File: config.mk
export PLATFORM = sky130hd
export DESIGN_NAME = dma_ring_scheduler
export DESIGN_NICKNAME = d
export VERILOG_FILES = /design/src/rtl/dma_pkg.sv /design/src/rtl/ring_ptr.sv /design/src/rtl/dma_ring_scheduler.sv
export SDC_FILE = /design/constraint.sdc
export NUM_CORES = 1
export LEC_CHECK = 0
export CORE_MARGIN = 10
export CORE_UTILIZATION = 45
export DETAILED_ROUTE_END_ITERATION = 6
export GPL_ROUTABILITY_DRIVEN = 0
export PLACE_DENSITY = 0.7
export SLEW_MARGIN = 20
export SYNTH_ARGS = -nofsm -noshare
export SYNTH_HDL_FRONTEND = slang
export SYNTH_SLANG_ARGS = --single-unit
export TNS_END_PERCENT = 50
File: constraint.sdc
create_clock -name CLK -period 27.1 [get_ports CLK]
set_clock_uncertainty 0.1 [all_clocks]
set_input_delay 5.42 -clock CLK [delete_from_list [all_inputs] [get_ports CLK]]
set_output_delay 5.42 -clock CLK [all_outputs]
set_load 0.02 [all_outputs]
File: src/rtl/dma_pkg.sv
// Shared types and default widths for the simple_dma ring scheduler.
package dma_pkg;

  localparam int unsigned ADR_W_DEF  = 28;
  localparam int unsigned NBUF_W_DEF = 12;
  localparam int unsigned CNT_W_DEF  = 16;
  localparam int unsigned LINE_WORDS = 972;

  typedef enum logic [2:0] {
    IDLE  = 3'd0,
    ARM   = 3'd1,
    WAIT  = 3'd2,
    ISSUE = 3'd3,
    GAP   = 3'd4,
    DRAIN = 3'd5
  } state_e;

endpackage

File: src/rtl/ring_ptr.sv
// Modulo-buf_num ring index: advances by step_i each cycle, cleared by clr_i.
module ring_ptr
  import dma_pkg::*;
#(
  parameter int unsigned NBUF_W = NBUF_W_DEF
) (
  input  logic              clk_i,
  input  logic              srst_i,
  input  logic              clr_i,
  input  logic [NBUF_W-1:0] step_i,
  input  logic [NBUF_W-1:0] buf_num_i,
  output logic [NBUF_W-1:0] idx_o
);

  localparam int unsigned SW = NBUF_W + 1;

  logic [NBUF_W-1:0] idx_q, idx_d;
  logic [SW-1:0]     sum;

  // step is never larger than buf_num, so one conditional subtract wraps
  always_comb begin
    sum = SW'(idx_q) + SW'(step_i);
    if (sum >= SW'(buf_num_i)) begin
      sum = sum - SW'(buf_num_i);
    end
    idx_d = clr_i ? '0 : sum[NBUF_W-1:0];
  end

  always_ff @(posedge clk_i) begin
    if (srst_i) begin
      idx_q <= '0;
    end else begin
      idx_q <= idx_d;
    end
  end

  assign idx_o = idx_q;

endmodule

File: src/rtl/dma_ring_scheduler.sv
// Issues simple_dma commands into a ring of equal-size SDRAM buffers and
// tracks completions, fill level and write index for the host.
module dma_ring_scheduler
  import dma_pkg::*;
#(
  parameter int unsigned ADR_W           = ADR_W_DEF,
  parameter int unsigned NBUF_W          = NBUF_W_DEF,
  parameter int unsigned CNT_W           = CNT_W_DEF,
  parameter int unsigned MAX_OUTSTANDING = 1
) (
  input  logic              CLK,
  input  logic              SRST,
  input  logic [ADR_W-1:0]  CFG_BASE_ADR,
  input  logic [ADR_W-1:0]  CFG_BUF_SIZE,
  input  logic [NBUF_W-1:0] CFG_BUF_NUM,
  input  logic              CFG_CYCLIC,
  input  logic [CNT_W-1:0]  CFG_TOTAL,
  input  logic              RUN,
  input  logic              HOST_RELEASE,
  input  logic [CNT_W-1:0]  DMA_DONE_CNT,
  output logic              DMA_START,
  output logic [ADR_W-1:0]  DMA_START_ADR,
  output logic [ADR_W-1:0]  DMA_BUF_SIZE,
  output logic              BUSY,
  output logic [NBUF_W-1:0] WR_IDX,
  output logic [NBUF_W-1:0] FILLED,
  output logic [CNT_W-1:0]  DONE_TOTAL,
  output logic              IRQ,
  output logic              OVERRUN,
  output logic              ERR,
  output logic              FINISHED
);

  localparam int unsigned FW = NBUF_W + 1;

  state_e            state_q, state_d;
  logic              run_prev_q, run_prev_d;
  logic [CNT_W-1:0]  done_prev_q, done_prev_d;
  logic [CNT_W-1:0]  outstanding_q, outstanding_d;
  logic [CNT_W-1:0]  issued_q, issued_d;
  logic [ADR_W-1:0]  base_q, base_d;
  logic [ADR_W-1:0]  size_q, size_d;
  logic [NBUF_W-1:0] num_q, num_d;
  logic              cyclic_q, cyclic_d;
  logic [CNT_W-1:0]  total_q, total_d;
  logic [ADR_W-1:0]  issue_adr_q, issue_adr_d;
  logic              start_q, start_d;
  logic [ADR_W-1:0]  start_adr_q, start_adr_d;
  logic [ADR_W-1:0]  start_size_q, start_size_d;
  logic [NBUF_W-1:0] filled_q, filled_d;
  logic [CNT_W-1:0]  done_total_q, done_total_d;
  logic              irq_q, irq_d;
  logic              overrun_q, overrun_d;
  logic              err_q, err_d;
  logic              finished_q, finished_d;
  logic              busy_q, busy_d;

  logic [CNT_W-1:0]  delta_c, k_c;
  logic              over_c, rel_c, total_hit_c, can_issue_c;
  logic              issue_c, arm_c, issue_wrap_c;
  logic [NBUF_W-1:0] fill_base_c, issue_idx;
  logic [FW-1:0]     fill_sum_c, occ_c;

  ring_ptr #(.NBUF_W(NBUF_W)) u_issue_ptr (
    .clk_i     (CLK),
    .srst_i    (SRST),
    .clr_i     (arm_c),
    .step_i    (NBUF_W'(issue_c)),
    .buf_num_i (num_q),
    .idx_o     (issue_idx)
  );

  ring_ptr #(.NBUF_W(NBUF_W)) u_wr_ptr (
    .clk_i     (CLK),
    .srst_i    (SRST),
    .clr_i     (arm_c),
    .step_i    (NBUF_W'(k_c)),
    .buf_num_i (num_q),
    .idx_o     (WR_IDX)
  );

  always_comb begin
    state_d       = state_q;
    run_prev_d    = RUN;
    done_prev_d   = DMA_DONE_CNT;
    issued_d      = issued_q;
    base_d        = base_q;
    size_d        = size_q;
    num_d         = num_q;
    cyclic_d      = cyclic_q;
    total_d       = total_q;
    issue_adr_d   = issue_adr_q;
    start_d       = 1'b0;
    start_adr_d   = start_adr_q;
    start_size_d  = start_size_q;
    overrun_d     = overrun_q;
    finished_d    = finished_q;
    arm_c         = 1'b0;
    issue_c       = 1'b0;

    // Completions are clipped to what was actually issued; excess is an error
    delta_c      = DMA_DONE_CNT - done_prev_q;
    over_c       = (delta_c > outstanding_q);
    k_c          = over_c ? outstanding_q : delta_c;
    rel_c        = HOST_RELEASE && (filled_q != '0);
    fill_base_c  = filled_q - NBUF_W'(rel_c);
    fill_sum_c   = FW'(fill_base_c) + FW'(k_c);
    occ_c        = FW'(filled_q) + FW'(outstanding_q);
    issue_wrap_c = (issue_idx == (num_q - NBUF_W'(1)));
    total_hit_c  = (total_q != '0) && (issued_q == total_q);
    can_issue_c  = (outstanding_q < CNT_W'(MAX_OUTSTANDING))
                && ((total_q == '0) || (issued_q < total_q))
                && (cyclic_q || (occ_c < FW'(num_q)));

    outstanding_d = outstanding_q - k_c;
    done_total_d  = done_total_q + k_c;
    irq_d         = (k_c != '0);
    err_d         = err_q | over_c;
    if (fill_sum_c > FW'(num_q)) begin
      filled_d = num_q;
      if (cyclic_q) overrun_d = 1'b1;
      else          err_d     = 1'b1;
    end else begin
      filled_d = fill_sum_c[NBUF_W-1:0];
    end

    case (state_q)
      IDLE: begin
        if (RUN && !run_prev_q) state_d = ARM;
      end
      ARM: begin
        arm_c        = 1'b1;
        base_d       = CFG_BASE_ADR;
        size_d       = CFG_BUF_SIZE;
        num_d        = CFG_BUF_NUM;
        cyclic_d     = CFG_CYCLIC;
        total_d      = CFG_TOTAL;
        issue_adr_d  = CFG_BASE_ADR;
        filled_d     = '0;
        done_total_d = '0;
        issued_d     = '0;
        overrun_d    = 1'b0;
        err_d        = over_c;
        finished_d   = 1'b0;
        state_d      = WAIT;
      end
      WAIT: begin
        if (!RUN || total_hit_c) begin
          state_d = DRAIN;
        end else if (can_issue_c) begin
          issue_c       = 1'b1;
          start_d       = 1'b1;
          start_adr_d   = issue_adr_q;
          start_size_d  = size_q;
          outstanding_d = outstanding_d + CNT_W'(1);
          issued_d      = issued_q + CNT_W'(1);
          issue_adr_d   = issue_wrap_c ? base_q : (issue_adr_q + size_q);
          state_d       = ISSUE;
        end
      end
      ISSUE: state_d = GAP;
      GAP:   state_d = WAIT;
      DRAIN: begin
        if (outstanding_q == '0) begin
          if (total_hit_c) finished_d = 1'b1;
          state_d = IDLE;
        end
      end
      default: state_d = IDLE;
    endcase

    busy_d = (state_d != IDLE);
  end

  always_ff @(posedge CLK) begin
    if (SRST) begin
      state_q       <= IDLE;
      run_prev_q    <= 1'b0;
      done_prev_q   <= DMA_DONE_CNT;
      outstanding_q <= '0;
      issued_q      <= '0;
      base_q        <= '0;
      size_q        <= '0;
      num_q         <= '0;
      cyclic_q      <= 1'b0;
      total_q       <= '0;
      issue_adr_q   <= '0;
      start_q       <= 1'b0;
      start_adr_q   <= '0;
      start_size_q  <= '0;
      filled_q      <= '0;
      done_total_q  <= '0;
      irq_q         <= 1'b0;
      overrun_q     <= 1'b0;
      err_q         <= 1'b0;
      finished_q    <= 1'b0;
      busy_q        <= 1'b0;
    end else begin
      state_q       <= state_d;
      run_prev_q    <= run_prev_d;
      done_prev_q   <= done_prev_d;
      outstanding_q <= outstanding_d;
      issued_q      <= issued_d;
      base_q        <= base_d;
      size_q        <= size_d;
      num_q         <= num_d;
      cyclic_q      <= cyclic_d;
      total_q       <= total_d;
      issue_adr_q   <= issue_adr_d;
      start_q       <= start_d;
      start_adr_q   <= start_adr_d;
      start_size_q  <= start_size_d;
      filled_q      <= filled_d;
      done_total_q  <= done_total_d;
      irq_q         <= irq_d;
      overrun_q     <= overrun_d;
      err_q         <= err_d;
      finished_q    <= finished_d;
      busy_q        <= busy_d;
    end
  end

  assign DMA_START     = start_q;
  assign DMA_START_ADR = start_adr_q;
  assign DMA_BUF_SIZE  = start_size_q;
  assign BUSY          = busy_q;
  assign FILLED        = filled_q;
  assign DONE_TOTAL    = done_total_q;
  assign IRQ           = irq_q;
  assign OVERRUN       = overrun_q;
  assign ERR           = err_q;
  assign FINISHED      = finished_q;

endmodule

==> summary by stage <==
Run status
The flow ran to the end, and the final reports show no timing, DRC or antenna violations.

Clock tree
Post-CTS timing repair inserted 0 buffers for setup. For the worst-skew pair, the clock arrives at the later sink with an insertion delay of 0.57 ns. In this run, CTS created clock tree buffers numbering 35. The deepest level of the CTS H-tree is 2.

TritonCTS built the clock tree. In this run, post-CTS hold repair placed 0 buffers. The clock transition at the registers of the reported paths is 0.06 ns. The master cell of the clock root buffer is sky130_fd_sc_hd__clkbuf_16.

After clock tree synthesis, the repair step resized 0 gates. The clock drives 279 sinks. The maximum count of clock buffers along a single path is 3.

Route
Dividing the detail-routed wire length by the instance count gives 18.6 µm. The number of remaining DRC errors is 0. The pre-antenna-repair detailed-routing pass consisted of 5 iterations. The remaining antenna violation count after routing is 0. After detailed routing, the number of vias per cell comes to 5.68. After the first detailed-routing iteration, the DRC count stood at 1,325.

For this block, the routed nets add up to 58.0 mm of wire. For this block, the via count after detailed routing is 17,693.

Critical path
The slowest stage cell on the critical path is sky130_fd_sc_hd__clkdlybuf4s50_1. The number of cells on the worst reg-to-reg path is 39. The required time at the worst-slack endpoint is 27.48 ns. The total stage count of the critical path is 41. The worst path arrival time is 13.66 ns. The kind of start point of the critical path is an input port. The buffer and inverter count on the worst path is 6.

The worst setup path is captured at a flop. The most critical setup path has its startpoint at DMA_DONE_CNT[0]. The type of the setup path with the least slack is in2reg. In this run the worst path has a maximum fanout of 33. On the critical path the largest part of the delay comes from compound AO/OA/AOI/OAI gates. The most frequent cell on the critical path is sky130_fd_sc_hd__a21oi_1. The startpoint of the worst-slack reg-to-reg timing path is done_prev_q[0]. The worst setup slack for register-to-register paths is 18.84 ns. The largest stage delay on the critical path is 0.42 ns. The worst setup path endpoint is u_wr_ptr.idx_o[3]. The worst register-to-register path ends at u_wr_ptr.idx_o[3].

Yosys
The sequential element share of the synthesized area is 29.9%. The biggest area contributor in the post-synthesis netlist is sky130_fd_sc_hd__dfxtp_1. The number of flip-flops and latches in the synthesized netlist is 279. The netlist area before placement is 0.0187 mm². The number of nets handed over by synthesis was 2,695. The synthesized instance count is 2,393.

In the synthesized netlist the async set-or-reset flop fraction comes to 0%. For this run, the leading register cell type out of synthesis is sky130_fd_sc_hd__dfxtp_1. The top-area cell type share of the netlist area is 29.9%. The number of warnings reported in the yosys synthesis log is 0. In this run, distinct cell masters in the synthesized netlist total 91.

Dividing the synthesized area by the synthesized cell count gives 7.81 µm². Ranked by total cell area, the synthesized netlist is headed by sky130_fd_sc_hd__dfxtp_1, sky130_fd_sc_hd__ha_1, sky130_fd_sc_hd__a21oi_1. In this run, synthesis inferred 0 flip-flops with an integrated enable.

Worst hold path
The kind of path behind the tightest hold check is reg2reg.

Timing
The final-report setup violation count is 0. Setup repair after global routing left no endpoint under its margin. The final hold violation count is 0.

The worst setup margin is 13.82 ns. The post-route fraction of the period consumed by the critical path is 49.0%. The smallest clock period supported by the final layout is computed as 13.28 ns. The slew at the pin closest to its max-slew limit is 1.09 ns. The worst hold margin is 0.353 ns. Adding up every negative setup slack in the final design gives 0 ns. The max-slew violation count came to 0.

The relative slew slack is 27.5%. Timing would allow up to 75.3 MHz.

Pwr
The power per unit of standard cell area is 125 mW/mm². The proportion of total power due to net switching is 47.8%. The net switching power figure is 1340 µW. For this design the static power due to leakage is 0.00917 µW. Of the total power, registers draw 19.1%. Of the total power, combinational logic draws 64.1%. The internal power of the cells totals 1460 µW. IR analysis of the VDD net gives a maximum drop of 97.1 µV. The proportion of power drawn by the clock network is 16.7%.

Job
Across the run, the number of max-cap violations was 0.

Final layout
The area used by multi-input combinational logic is 0.0122 mm². Summing all flip-flop and latch instances after layout gives 0.00559 mm². The layout has 3,881 filler cells. The library cells used most frequently in the layout, excluding fill and tap cells, are sky130_fd_sc_hd__nand2_1, sky130_fd_sc_hd__a21oi_1, sky130_fd_sc_hd__dfxtp_1. The library cell used most frequently in the layout, excluding fill and tap cells, is sky130_fd_sc_hd__nand2_1.

The post-synthesis to final-layout area growth is 19.5%. Cells with a size suffix above 1 make up 4.97% of the layout. In the final design database the tool counted 2,858 nets.

Floorplanning
For this configuration, the core starts out at a cell density of 45.7%. The width of the die is 224 µm. From bottom edge to top edge, the die measures 224 µm. The total area inside the core boundary comes to 0.0409 mm². The floorplan has 74 rows. The floorplan die area is 0.0501 mm². The count of pins on the block boundary is 207.

GRT
The first global-routing pass estimated 92.1 mm of wire. The via count of the first global-routing pass is 17,342. The number of antenna violations at the first check in global routing is 5. Entering global routing, the biggest net connects 89 pins.

The overall routing resource usage is 22.3%. Global routing finished with a remaining overflow of 0.

Place
Detailed placement finished with a half-perimeter wire length of 42.9 mm. At the placement stage, the worst setup path has a slack of 13.35 ns. The number of buffers added on ports is 206.
[state kept, by name, summed over array words and instances (netlist names), 3 cells and up]
register and count:
DMA_BUF_SIZE 28, DMA_START_ADR 28, DONE_TOTAL 16, FILLED 12, base_q 28, done_prev_q 16
issue_adr_q 28, issued_q 16, num_q 12, outstanding_q 16, size_q 28, state_q 3
total_q 16, u_issue_ptr.idx_o 12, u_wr_ptr.idx_o 12
[worst min-delay path, cell delays in order, from the launching register on]
cell and delay (ns):
sky130_fd_sc_hd__dfxtp_1 0.31, sky130_fd_sc_hd__nand2_1 0.05, sky130_fd_sc_hd__a21oi_1 0.05
[cells in the mapped netlist (6+ instances only)]
master,n
sky130_fd_sc_hd__xor2_1,59
sky130_fd_sc_hd__clkbuf_1,78
sky130_fd_sc_hd__a21o_1,38
sky130_fd_sc_hd__ha_1,188
sky130_fd_sc_hd__a211oi_1,34
sky130_fd_sc_hd__or3_1,9
sky130_fd_sc_hd__a21oi_1,287
sky130_fd_sc_hd__nor2_1,204
sky130_fd_sc_hd__o211ai_1,9
sky130_fd_sc_hd__a21boi_0,13
sky130_fd_sc_hd__o31ai_1,9
sky130_fd_sc_hd__nand3_1,52
sky130_fd_sc_hd__nand2_1,379
sky130_fd_sc_hd__o31ai_2,10
sky130_fd_sc_hd__mux2i_1,34
sky130_fd_sc_hd__and3_1,20
sky130_fd_sc_hd__nor3_1,48
sky130_fd_sc_hd__a31oi_1,14
sky130_fd_sc_hd__a211o_1,11
sky130_fd_sc_hd__nand2b_1,12
sky130_fd_sc_hd__o21bai_1,13
sky130_fd_sc_hd__nand4_1,32
sky130_fd_sc_hd__buf_1,10
sky130_fd_sc_hd__nor4_1,20
sky130_fd_sc_hd__fa_1,9
sky130_fd_sc_hd__nor2b_1,26
sky130_fd_sc_hd__and2_1,13
sky130_fd_sc_hd__o21ai_1,6
sky130_fd_sc_hd__inv_1,146
sky130_fd_sc_hd__dfxtp_1,279
sky130_fd_sc_hd__xnor2_1,105
sky130_fd_sc_hd__o21a_1,19
sky130_fd_sc_hd__o21ai_0,89
[worst min-delay path by stage]
| stage | endpoint | cells after the start | startpoint |
|---|---|---|---|
| floorplan | base_q[24] | 2 | base_q[24] |
| global placement | DMA_BUF_SIZE[11] | 2 | DMA_BUF_SIZE[11] |
| finish | base_q[9] | 2 | base_q[9] |
| detailed placement | DMA_START_ADR[2] | 2 | DMA_START_ADR[2] |
| global route | base_q[9] | 2 | base_q[9] |
| CTS | base_q[0] | 2 | base_q[0] |
[per-layer routing]
layer / wire length (µm) / part of all wire (%) / GRT usage, %
met5: 31 / 0.053 / 0
met1: 25400 / 44 / 27.6
met3: 4020 / 6.9 / 5.24
met4: 1890 / 3.3 / 8.67
met2: 26700 / 46 / 36.7
[power by group through the flow]
stage | Clock, µW | Sequential, µW | Combinational, µW
after global routing | 492 | 540 | 1990
after CTS | 477 | 534 | 1760
after floorplan | 0 | 534 | 1340
after global placement | 0 | 541 | 1690
final | 468 | 535 | 1790
after detailed placement | 0 | 542 | 1750
[logic make-up (layout without fill, tap and decap cells)]
logic type / Yosys count / in the layout / share of synthesized area, %
simple gates: 856 / 856 / 21.0
mux: 38 / 38 / 2.14
compound gates: 612 / 612 / 20.4
buf+inv: 243 / 428 / 4.99
xor+xnor: 168 / 168 / 8.09
flops: 279 / 279 / 29.9
fa+ha+maj: 197 / 197 / 13.5
other cells: 0 / 3 / 0
[final cells by class]
type | instances | area share, %
repair buffers | 221 | 9.74
clock buffers | 50 | 4.44
inverters | 148 | 2.49
clock inverters | 9 | 0.622
flip-flops and latches | 279 | 25.0
well taps | 532 | 2.98
multi-input cells | 1871 | 54.7
diodes | 3 | 0.0336
[per-stage QoR]
stage	total power, µW	instance area [µm²]	instances	util, %
finish	2800	22300	3113	54.6
global route	3020	22300	3110	54.6
CTS	2770	22300	3110	54.6
detailed placement	2290	21200	3051	51.8
global placement	2230	21200	3051	51.8
floorplan	1880	18700	2393	-
No activity file was read; power rests on OpenSTA's default activity.
